<file path="config.mk">
export PLATFORM = sky130hd
export DESIGN_NAME = instr_fetch
export DESIGN_NICKNAME = d
export VERILOG_FILES = /design/src/rtl/mips_fetch_pkg.sv /design/src/rtl/fetch_buf.sv /design/src/rtl/instr_fetch.sv
export SDC_FILE = /design/constraint.sdc
export NUM_CORES = 1
export LEC_CHECK = 0
export BUFFER_PORTS_ARGS = -buffer_cell sky130_fd_sc_hd__buf_2
export CORE_ASPECT_RATIO = 0.6
export CORE_MARGIN = 1.5
export CORE_UTILIZATION = 55
export DETAILED_ROUTE_END_ITERATION = 10
export PLACE_DENSITY = 0.84
export SLEW_MARGIN = 5
export SYNTH_ARGS = -nofsm -noshare
export SYNTH_HDL_FRONTEND = slang
export SYNTH_SLANG_ARGS = --single-unit
</file>
<file path="constraint.sdc">
create_clock -name clk -period 2.1 [get_ports clk]
set_clock_uncertainty 0.05 [all_clocks]
set_input_delay 0.42 -clock clk [delete_from_list [all_inputs] [get_ports clk]]
set_output_delay 0.42 -clock clk [all_outputs]
set_load 0.1 [all_outputs]
</file>
<file path="src/rtl/mips_fetch_pkg.sv">
// Shared types for the instruction fetch unit: FSM state encoding and the
// {pc, instr} entry carried from the PC register through the prefetch buffer.
package mips_fetch_pkg;

  localparam int FETCH_PC_W    = 8;
  localparam int FETCH_INSTR_W = 16;
  localparam logic [FETCH_INSTR_W-1:0] DEF_HALT_WORD = 16'h0000;

  typedef enum logic {
    RUN    = 1'b0,
    HALTED = 1'b1
  } fetch_state_t;

  typedef struct packed {
    logic [FETCH_PC_W-1:0]    pc;
    logic [FETCH_INSTR_W-1:0] instr;
  } fetch_entry_t;

endpackage

</file>
<file path="src/rtl/fetch_buf.sv">
// Prefetch FIFO between the PC stage and decode. The head is read straight
// from storage flops, so a pushed entry is visible on the cycle after the push.
module fetch_buf
  import mips_fetch_pkg::*;
#(
  parameter int BUF_DEPTH = 2
) (
  input  logic                         clk,
  input  logic                         rst_n,
  input  logic                         push,
  input  fetch_entry_t                 push_entry,
  input  logic                         pop,
  input  logic                         flush,
  output logic [$clog2(BUF_DEPTH):0]   count,
  output logic                         head_valid,
  output fetch_entry_t                 head
);

  localparam int PTR_W = $clog2(BUF_DEPTH);
  localparam int CNT_W = PTR_W + 1;

  fetch_entry_t      mem [BUF_DEPTH];
  logic [PTR_W-1:0]  wr_ptr;
  logic [PTR_W-1:0]  rd_ptr;
  logic [CNT_W-1:0]  count_q;
  logic              do_pop;

  assign do_pop = pop & (count_q != '0);

  always_ff @(posedge clk or negedge rst_n) begin
    if (!rst_n) begin
      wr_ptr  <= '0;
      rd_ptr  <= '0;
      count_q <= '0;
      for (int i = 0; i < BUF_DEPTH; i++) mem[i] <= '0;
    end else if (flush) begin
      // A pop in the flush cycle was already taken by decode; nothing to undo.
      wr_ptr  <= '0;
      rd_ptr  <= '0;
      count_q <= '0;
    end else begin
      if (push) begin
        mem[wr_ptr] <= push_entry;
        wr_ptr      <= wr_ptr + PTR_W'(1);
      end
      if (do_pop) rd_ptr <= rd_ptr + PTR_W'(1);
      unique case ({push, do_pop})
        2'b10:   count_q <= count_q + CNT_W'(1);
        2'b01:   count_q <= count_q - CNT_W'(1);
        default: count_q <= count_q;
      endcase
    end
  end

  assign count      = count_q;
  assign head_valid = (count_q != '0);
  assign head       = mem[rd_ptr];

endmodule

</file>
<file path="src/rtl/instr_fetch.sv">
// Fetch unit: owns the PC, reads one ROM word per cycle, and queues {pc, instr}
// to decode. Redirects flush and restart; halt word or out-of-range PC stops fetch.
module instr_fetch
  import mips_fetch_pkg::*;
#(
  parameter int                 PC_W      = FETCH_PC_W,
  parameter int                 INSTR_W   = FETCH_INSTR_W,
  parameter int                 ROM_DEPTH = 21,
  parameter logic [PC_W-1:0]    RESET_PC  = '0,
  parameter logic [INSTR_W-1:0] HALT_WORD = DEF_HALT_WORD,
  parameter int                 BUF_DEPTH = 2
) (
  input  logic               clk,
  input  logic               rst_n,
  output logic [PC_W-1:0]    rom_pc,
  input  logic [INSTR_W-1:0] rom_data,
  input  logic               redirect_valid,
  input  logic [PC_W-1:0]    redirect_pc,
  output logic               id_valid,
  input  logic               id_ready,
  output logic [INSTR_W-1:0] id_instr,
  output logic [PC_W-1:0]    id_pc,
  output logic               halted,
  output logic               fetch_fault
);

  localparam int CNT_W = $clog2(BUF_DEPTH) + 1;
  localparam logic [CNT_W-1:0] BUF_FULL = CNT_W'(BUF_DEPTH);

  fetch_state_t      state_q, state_d;
  logic [PC_W-1:0]   pc_q, pc_d;
  logic              fault_q, fault_d;
  logic              push, flush;
  logic              deq, space, in_range, is_halt;
  logic [CNT_W-1:0]  count;
  fetch_entry_t      push_entry;
  fetch_entry_t      head;

  assign deq      = id_valid & id_ready;
  assign space    = (count < BUF_FULL) | deq;
  assign in_range = ({1'b0, pc_q} < (PC_W+1)'(ROM_DEPTH));
  assign is_halt  = (rom_data == HALT_WORD);

  // State register: PC, FSM state and sticky fault flag
  always_ff @(posedge clk or negedge rst_n) begin
    if (!rst_n) begin
      state_q <= RUN;
      pc_q    <= RESET_PC;
      fault_q <= 1'b0;
    end else begin
      state_q <= state_d;
      pc_q    <= pc_d;
      fault_q <= fault_d;
    end
  end

  // Next state: redirect always wins and restarts fetch
  always_comb begin
    state_d = state_q;
    if (redirect_valid) begin
      state_d = RUN;
    end else if (state_q == RUN) begin
      if (!in_range)            state_d = HALTED;
      else if (space && is_halt) state_d = HALTED;
    end
  end

  // Outputs / datapath control
  always_comb begin
    push    = 1'b0;
    flush   = redirect_valid;
    pc_d    = pc_q;
    fault_d = fault_q;
    if (redirect_valid) begin
      pc_d    = redirect_pc;
      fault_d = 1'b0;
    end else if (state_q == RUN) begin
      if (!in_range) begin
        fault_d = 1'b1;
      end else if (space && !is_halt) begin
        push = 1'b1;
        pc_d = pc_q + PC_W'(1);
      end
    end
  end

  assign push_entry = '{pc: pc_q, instr: rom_data};

  fetch_buf #(
    .BUF_DEPTH (BUF_DEPTH)
  ) u_buf (
    .clk        (clk),
    .rst_n      (rst_n),
    .push       (push),
    .push_entry (push_entry),
    .pop        (deq),
    .flush      (flush),
    .count      (count),
    .head_valid (id_valid),
    .head       (head)
  );

  assign rom_pc      = pc_q;
  assign id_instr    = head.instr;
  assign id_pc       = head.pc;
  assign halted      = (state_q == HALTED);
  assign fetch_fault = fault_q;

endmodule

</file>
-- After elaboration in Yosys (flattened, before gate mapping)
Cells that the tools add are included.
- register bits after elaboration: 62
- bits of input ports: 28
- output and inout port bits: 35
- word-level logic and storage cells: 71
- add/sub/neg operators: 5
- magnitude comparators: 5
- equality and inequality tests: 4
- muxes and demuxes: 27
- bitwise logic cells: 6
- reduce and logical (&&, ||, !) cells: 14
- operator list (operator ; count):
    $mux W24 ; 4
    $bwmux W48 ; 1
    $mux W8 ; 4
    $demux W24 S1 ; 1
    $logic_not A16 Y1 ; 1
    $mux W1 ; 15
    $reduce_bool A2 Y1 ; 5
    $add A8 B1 Y8 const B ; 1
    $lt A8 B5 Y1 const B ; 1
    $ge A2 B2 Y1 const B ; 2
    $ne A2 B2 Y1 const B ; 2
    $not A1 Y2 ; 2
    $pmux W2 S2 ; 1
    $reduce_and A2 Y1 ; 2
    $logic_and A1 B1 Y1 ; 3
    $reduce_and A3 Y1 ; 1
    $reduce_bool A3 Y1 ; 1
    $add A1 B1 Y1 const B ; 2
    $add A2 B1 Y2 const B ; 1
    $and A1 B1 Y1 ; 2
    $eq A2 B1 Y1 const B ; 1
    $eq A2 B2 Y1 const B ; 1
    $lt A2 B1 Y1 const B ; 1
    $lt A2 B2 Y1 const B ; 1
    other kinds (5) ; 5

-- Logic depth before layout (Yosys ltp)
- depth after elaboration: 11
- gate-level depth with buffers: 7
- gate-level depth less buffers: 6

-- Cells and area by module
From an unflattened synthesis, not the netlist that was laid out.
- cells, all modules: 215
- area, all modules: 3111.7 sq um
- by module, submodules not included (module ; times used ; cells each ; area each (sq um) ; seq. area each (sq um)):
    fetch_buf ; 1 ; 150 ; 2472.4 ; 1301.2
    instr_fetch ; 1 ; 65 ; 639.4 ; 250.2

-- Worst setup path before layout
Ideal clock, no wire load.
- path kind: flip-flop to flip-flop
- start: register pc_q[0] (netlist: rom_pc[0])
- end: register u_buf.mem[44] (netlist bit)
- library setup time: 127 ps
- data arrival time: 2374 ps
- required time: 1923 ps
- path slack: -451 ps
- stages on the path, launching flop included: 8
- buffers on the path: 1
- clock period less this slack: 2551 ps
- cell sequence: dfrtp_1 inv_1 ha_1 nor2b_1 o21ai_2 nand4_4 buf_6 mux2_4
- longest elaborated chain between the ends: 5
- ends and longest elaborated chain (what ; RTL line ; text):
    from (decl) ; instr_fetch.sv:31 ; logic [PC_W-1:0] pc_q, pc_d;
    from (signal assigned) ; instr_fetch.sv:52 ; pc_q <= pc_d;
    $lt A8 B5 Y1 ; instr_fetch.sv:41 ; assign in_range = ({1'b0, pc_q} < (PC_W+1)'(ROM_DEPTH));
    $mux W1 ; instr_fetch.sv:78 ; if (!in_range) begin
    $mux W1 ; instr_fetch.sv:77 ; end else if (state_q == RUN) begin
    $mux W1 ; instr_fetch.sv:74 ; if (redirect_valid) begin
    $reduce_and A2 Y1 (no source line) ; n/a ;
    to (signal, indexed assignment) ; fetch_buf.sv:43 ; mem[wr_ptr] <= push_entry;
    to (decl) ; fetch_buf.sv:22 ; fetch_entry_t mem [BUF_DEPTH];
Every way passes these cells.
A chain may end at the register's enable or synchronous reset.

-- Worst setup path in the final report
- start: register u_buf.rd_ptr
- end: output port id_pc[2]
- longest elaborated chain between the ends: 4
- ends and longest elaborated chain (what ; RTL line ; text):
    from (decl) ; fetch_buf.sv:24 ; logic [PTR_W-1:0] rd_ptr;
    from (signal assigned) ; fetch_buf.sv:46 ; if (do_pop) rd_ptr <= rd_ptr + PTR_W'(1);
    $not A1 Y2 (implied by the code) ; fetch_buf.sv:57 ; assign head = mem[rd_ptr];
    $mux W24 (implied by the code) (3 in a row) ; fetch_buf.sv:57 ;
    to (decl) ; instr_fetch.sv:22 ; output logic [PC_W-1:0] id_pc,
Every way passes these cells. The select of a mux whose other input is x is not followed.

==> metrics.txt <==
sequential area share after synthesis 50.24%; vias per cell 5.936; post-route antenna net violation count 0; Setup Crit Path Kind flip-flop to primary output; MaxCap Viol Count 0; largest stage delay on the critical path 0.41 ns; worst-path cell chain buf_4 > mux2_2 > buf_12; R2R depth 5; cell total after placement 357; number of H-tree branching levels 3; Vert. Die Dim 61.04 microns; number of filler cells placed in the layout 247; Die Footprint 6088 sq um; slowest stage cell, crit path sky130_fd_sc_hd__mux2_2; count of warnings emitted by yosys 0; Worst EP arrival 1.60 ns; start point of the worst hold path redirect_pc[3]; type of the worst min-delay path primary input to flip-flop; commonest cells after routing, fill and taps aside sky130_fd_sc_hd__dfrtp_1, sky130_fd_sc_hd__buf_2, sky130_fd_sc_hd__mux2_2, sky130_fd_sc_hd__mux2_4, sky130_fd_sc_hd__buf_12; Min-Delay Path Depth 3; most common cell after layout, fill and taps aside sky130_fd_sc_hd__dfrtp_1; outcome complete, no violations; CTS tree done; pin slew with the least headroom to its limit 0.5042 ns; net count reported at finish 333; antenna violations before repair 0; Cell Rows 20; final setup violation count 0; Total Routed Length 7.831 mm; DRC Markers 0; post-synth design cell area 3088 sq um; distinct cell type count of the synthesized netlist 39; Port Buf Inserts 62; DR pass1 iterations 5; timing-limited maximum frequency 0.4826 GHz; total number of vias 2220; TritonCTS Buffers 9; Static Leak 2.074 nW; ratio of cells with drive above 1 in the final layout 59.42%; combined buffer and inverter count along the critical path 2; clk sink count 62; DPL Wire Length 4.889 mm; Area after DPL 3981 sq um; Core ar. 5230 sq um; tightest slew margin relative to the limit 66.08%; cell chosen for the clock root sky130_fd_sc_hd__clkbuf_8; capturing element type of the critical path primary output; overall routing resource usage 28.52%; Startpoint Class flip-flop; pin count of the biggest net entering global routing 40; total non-filler cell area in the finished layout 4240 sq um; WL/cell 20.94 microns; CP Data Required Time 1.63 ns; Worst Hold Margin 0.2299 ns; setup fix buffers added after clock tree synthesis 0; share of the clock period used by the worst path 98.67%; signed area change from the synthesized netlist to the final layout 37.32%; clock-pin slew of the registers on the worst-case setup and hold paths 0.07 ns; Bufs on Longest Clock Path 2; Post-Synthesis Cells 222; global-route wire length before repair 12.38 mm; effective utilization at floorplan 59.04%; average instance area after synthesis 13.91 sq um; R2R Path Start rom_pc[6]$_DFFE_PN0P_; synthesis-stage register bit count 62; GR Overflow Total 0; worst-case vdd ir drop 1143 uV; Crit Path Max Fanout 15; Cell Count, Final, Fillers Out 374; terminating pin of the worst hold path rom_pc[3]$_DFFE_PN0P_; Syn Nets 252; Skew-Pair Late Insertion Delay 0.36 ns; antenna diode count 0; number of global-route vias before repair 2297; power per cell area 1322 nW/um^2; DRC marker count from the first detailed-route iteration 163; final hold vios 0; cell class contributing the biggest share of worst-path delay buffers and inverters; final weighted congestion in routability-driven placement 0.8905; unrepaired setup endpoints after global routing true; slack of the worst reg-to-reg path 0.03 ns; final critical-path required period 2.072 ns; destination of the worst register-to-register timing path u_buf.mem[34]$_DFFE_PN0P_; max-slew violations 0; total I/O pin count 63; width of the chip 99.74 microns
-- final cells by class --
| class | count | area (sq um) | share of cell area, % |
|---|---|---|---|
| Multi-Input combinational cell | 144 | 1461 | 34.46 |
| Inverter | 5 | 18.77 | 0.4426 |
| Clock buffer | 13 | 168.9 | 3.983 |
| Sequential cell | 62 | 1565 | 36.91 |
| Timing Repair Buffer | 81 | 878.3 | 20.71 |
| Clock inverter | 3 | 65.06 | 1.534 |
| Tap cell | 66 | 82.58 | 1.947 |
-- tightest hold or removal path: cells and delay by family --
kind	cells	cell delay, ns
AND/OR/NAND/NOR	1	0.04
buffers and inverters	1	0.08
AO/OA/AOI/OAI	1	0.06
-- worst max path at each step --
stage / start / endpoint / cells past startpoint
after floorplan: rom_pc[6]$_DFFE_PN0P_ / u_buf.mem[44]$_DFFE_PN0P_ / 5
after global placement: rom_data[1] / u_buf.mem[19]$_DFFE_PN0P_ / 6
after detailed placement: rom_data[1] / u_buf.mem[19]$_DFFE_PN0P_ / 6
after CTS: rom_pc[6]$_DFFE_PN0P_ / rom_pc[3]$_DFFE_PN0P_ / 4
after global routing: rom_pc[6]$_DFFE_PN0P_ / u_buf.mem[44]$_DFFE_PN0P_ / 5
final: u_buf.rd_ptr$_DFFE_PN0P_ / id_pc[2] / 3
-- Yosys cell counts --
| library cell | n | area [sq um] |
|---|---|---|
| sky130_fd_sc_hd__a221o_1 | 1 | 10.01 |
| sky130_fd_sc_hd__or2_2 | 2 | 12.51 |
| sky130_fd_sc_hd__o21ai_2 | 1 | 8.760 |
| sky130_fd_sc_hd__nor4_1 | 4 | 25.02 |
| sky130_fd_sc_hd__o21bai_1 | 1 | 7.510 |
| sky130_fd_sc_hd__nor3_4 | 1 | 16.27 |
| sky130_fd_sc_hd__nand2_1 | 5 | 18.77 |
| sky130_fd_sc_hd__o31ai_1 | 3 | 22.52 |
| sky130_fd_sc_hd__a311oi_1 | 2 | 17.52 |
| sky130_fd_sc_hd__nand4_2 | 1 | 12.51 |
| sky130_fd_sc_hd__buf_1 | 2 | 7.510 |
| sky130_fd_sc_hd__nand4_1 | 5 | 31.28 |
| sky130_fd_sc_hd__o311ai_0 | 1 | 8.760 |
| sky130_fd_sc_hd__xor2_1 | 1 | 8.760 |
| sky130_fd_sc_hd__or3_4 | 2 | 22.52 |
| sky130_fd_sc_hd__and4_1 | 1 | 8.760 |
| sky130_fd_sc_hd__nand3_1 | 4 | 20.02 |
| sky130_fd_sc_hd__o21a_1 | 1 | 7.510 |
| sky130_fd_sc_hd__a311o_1 | 1 | 10.01 |
| sky130_fd_sc_hd__nor4bb_1 | 1 | 10.01 |
| sky130_fd_sc_hd__nand4_4 | 2 | 42.54 |
| sky130_fd_sc_hd__a21oi_1 | 2 | 10.01 |
| sky130_fd_sc_hd__inv_1 | 5 | 18.77 |
| sky130_fd_sc_hd__o2111ai_1 | 2 | 17.52 |
| sky130_fd_sc_hd__and2_1 | 7 | 43.79 |
| sky130_fd_sc_hd__nor2b_1 | 5 | 31.28 |
| sky130_fd_sc_hd__dfrtp_1 | 62 | 1551 |
| sky130_fd_sc_hd__nor3_1 | 4 | 20.02 |
| sky130_fd_sc_hd__a22oi_1 | 1 | 7.510 |
| sky130_fd_sc_hd__a31oi_1 | 2 | 12.51 |
| sky130_fd_sc_hd__nor2_1 | 6 | 22.52 |
| sky130_fd_sc_hd__nand2b_1 | 1 | 6.260 |
| sky130_fd_sc_hd__mux2_4 | 34 | 510.5 |
| sky130_fd_sc_hd__a2bb2oi_1 | 1 | 8.760 |
| sky130_fd_sc_hd__ha_1 | 2 | 25.02 |
| sky130_fd_sc_hd__buf_6 | 4 | 45.04 |
| sky130_fd_sc_hd__or4_1 | 2 | 15.01 |
| sky130_fd_sc_hd__mux2_2 | 35 | 394.1 |
| sky130_fd_sc_hd__clkbuf_1 | 5 | 18.77 |
-- power breakdown --
group	internal [W]	total, W	switching (W)
sequential	0.00140	0.00156	0.000153
clock	0.000764	0.00124	0.000478
combinational	0.00104	0.00281	0.00177
total	0.00321	0.00561	0.00240
-- kinds of logic after synthesis --
| family | after synthesis | share of synthesized area, % |
|---|---|---|
| buffers and inverters | 16 | 2.917 |
| DFF | 62 | 50.24 |
| AOI/OAI and AO/OA | 19 | 4.822 |
| muxes | 69 | 29.30 |
| adders and majority gates | 2 | 0.8102 |
| and+or+nand+nor | 53 | 11.63 |
| xor gates and xnor gates | 1 | 0.2837 |
-- per-layer routing --
layer / GRT usage, % / routed length (microns) / share of wire (%)
met1: 39.52 / 3456 / 44
met4: 7.243 / 165 / 2.1
met3: 9.421 / 519 / 6.6
met5: 0 / 0 / 0
met2: 44.51 / 3690 / 47
-- registers in the layout, indices dropped and copies added (netlist names) --
name          count
halted            1
u_buf.count       2
rom_pc            8
fetch_fault       1
u_buf.rd_ptr      1
u_buf.mem        48
u_buf.wr_ptr      1
-- repair_timing --
item,CTS,global route
endpoints found under the setup margin,0,17
hold buffers,1,0
resized for setup,0,3
hold endpoints to repair,16,0
-- stage by stage --
step | setup slack, ns | util [%] | total power (W) | TNS (ns)
floorplan | -0.1106 | - | 0.003388 | -3.584
global placement | -0.003975 | 76.12 | 0.004306 | -0.003975
detailed placement | -0.08483 | 76.12 | 0.004359 | -2.135
CTS | 0.03343 | 80.79 | 0.005619 | 0
global route | -0.02747 | 81.08 | 0.005775 | -0.1522
finish | 0.02799 | 81.08 | 0.005608 | 0
Note: power is estimated with default switching activity, not from simulation.
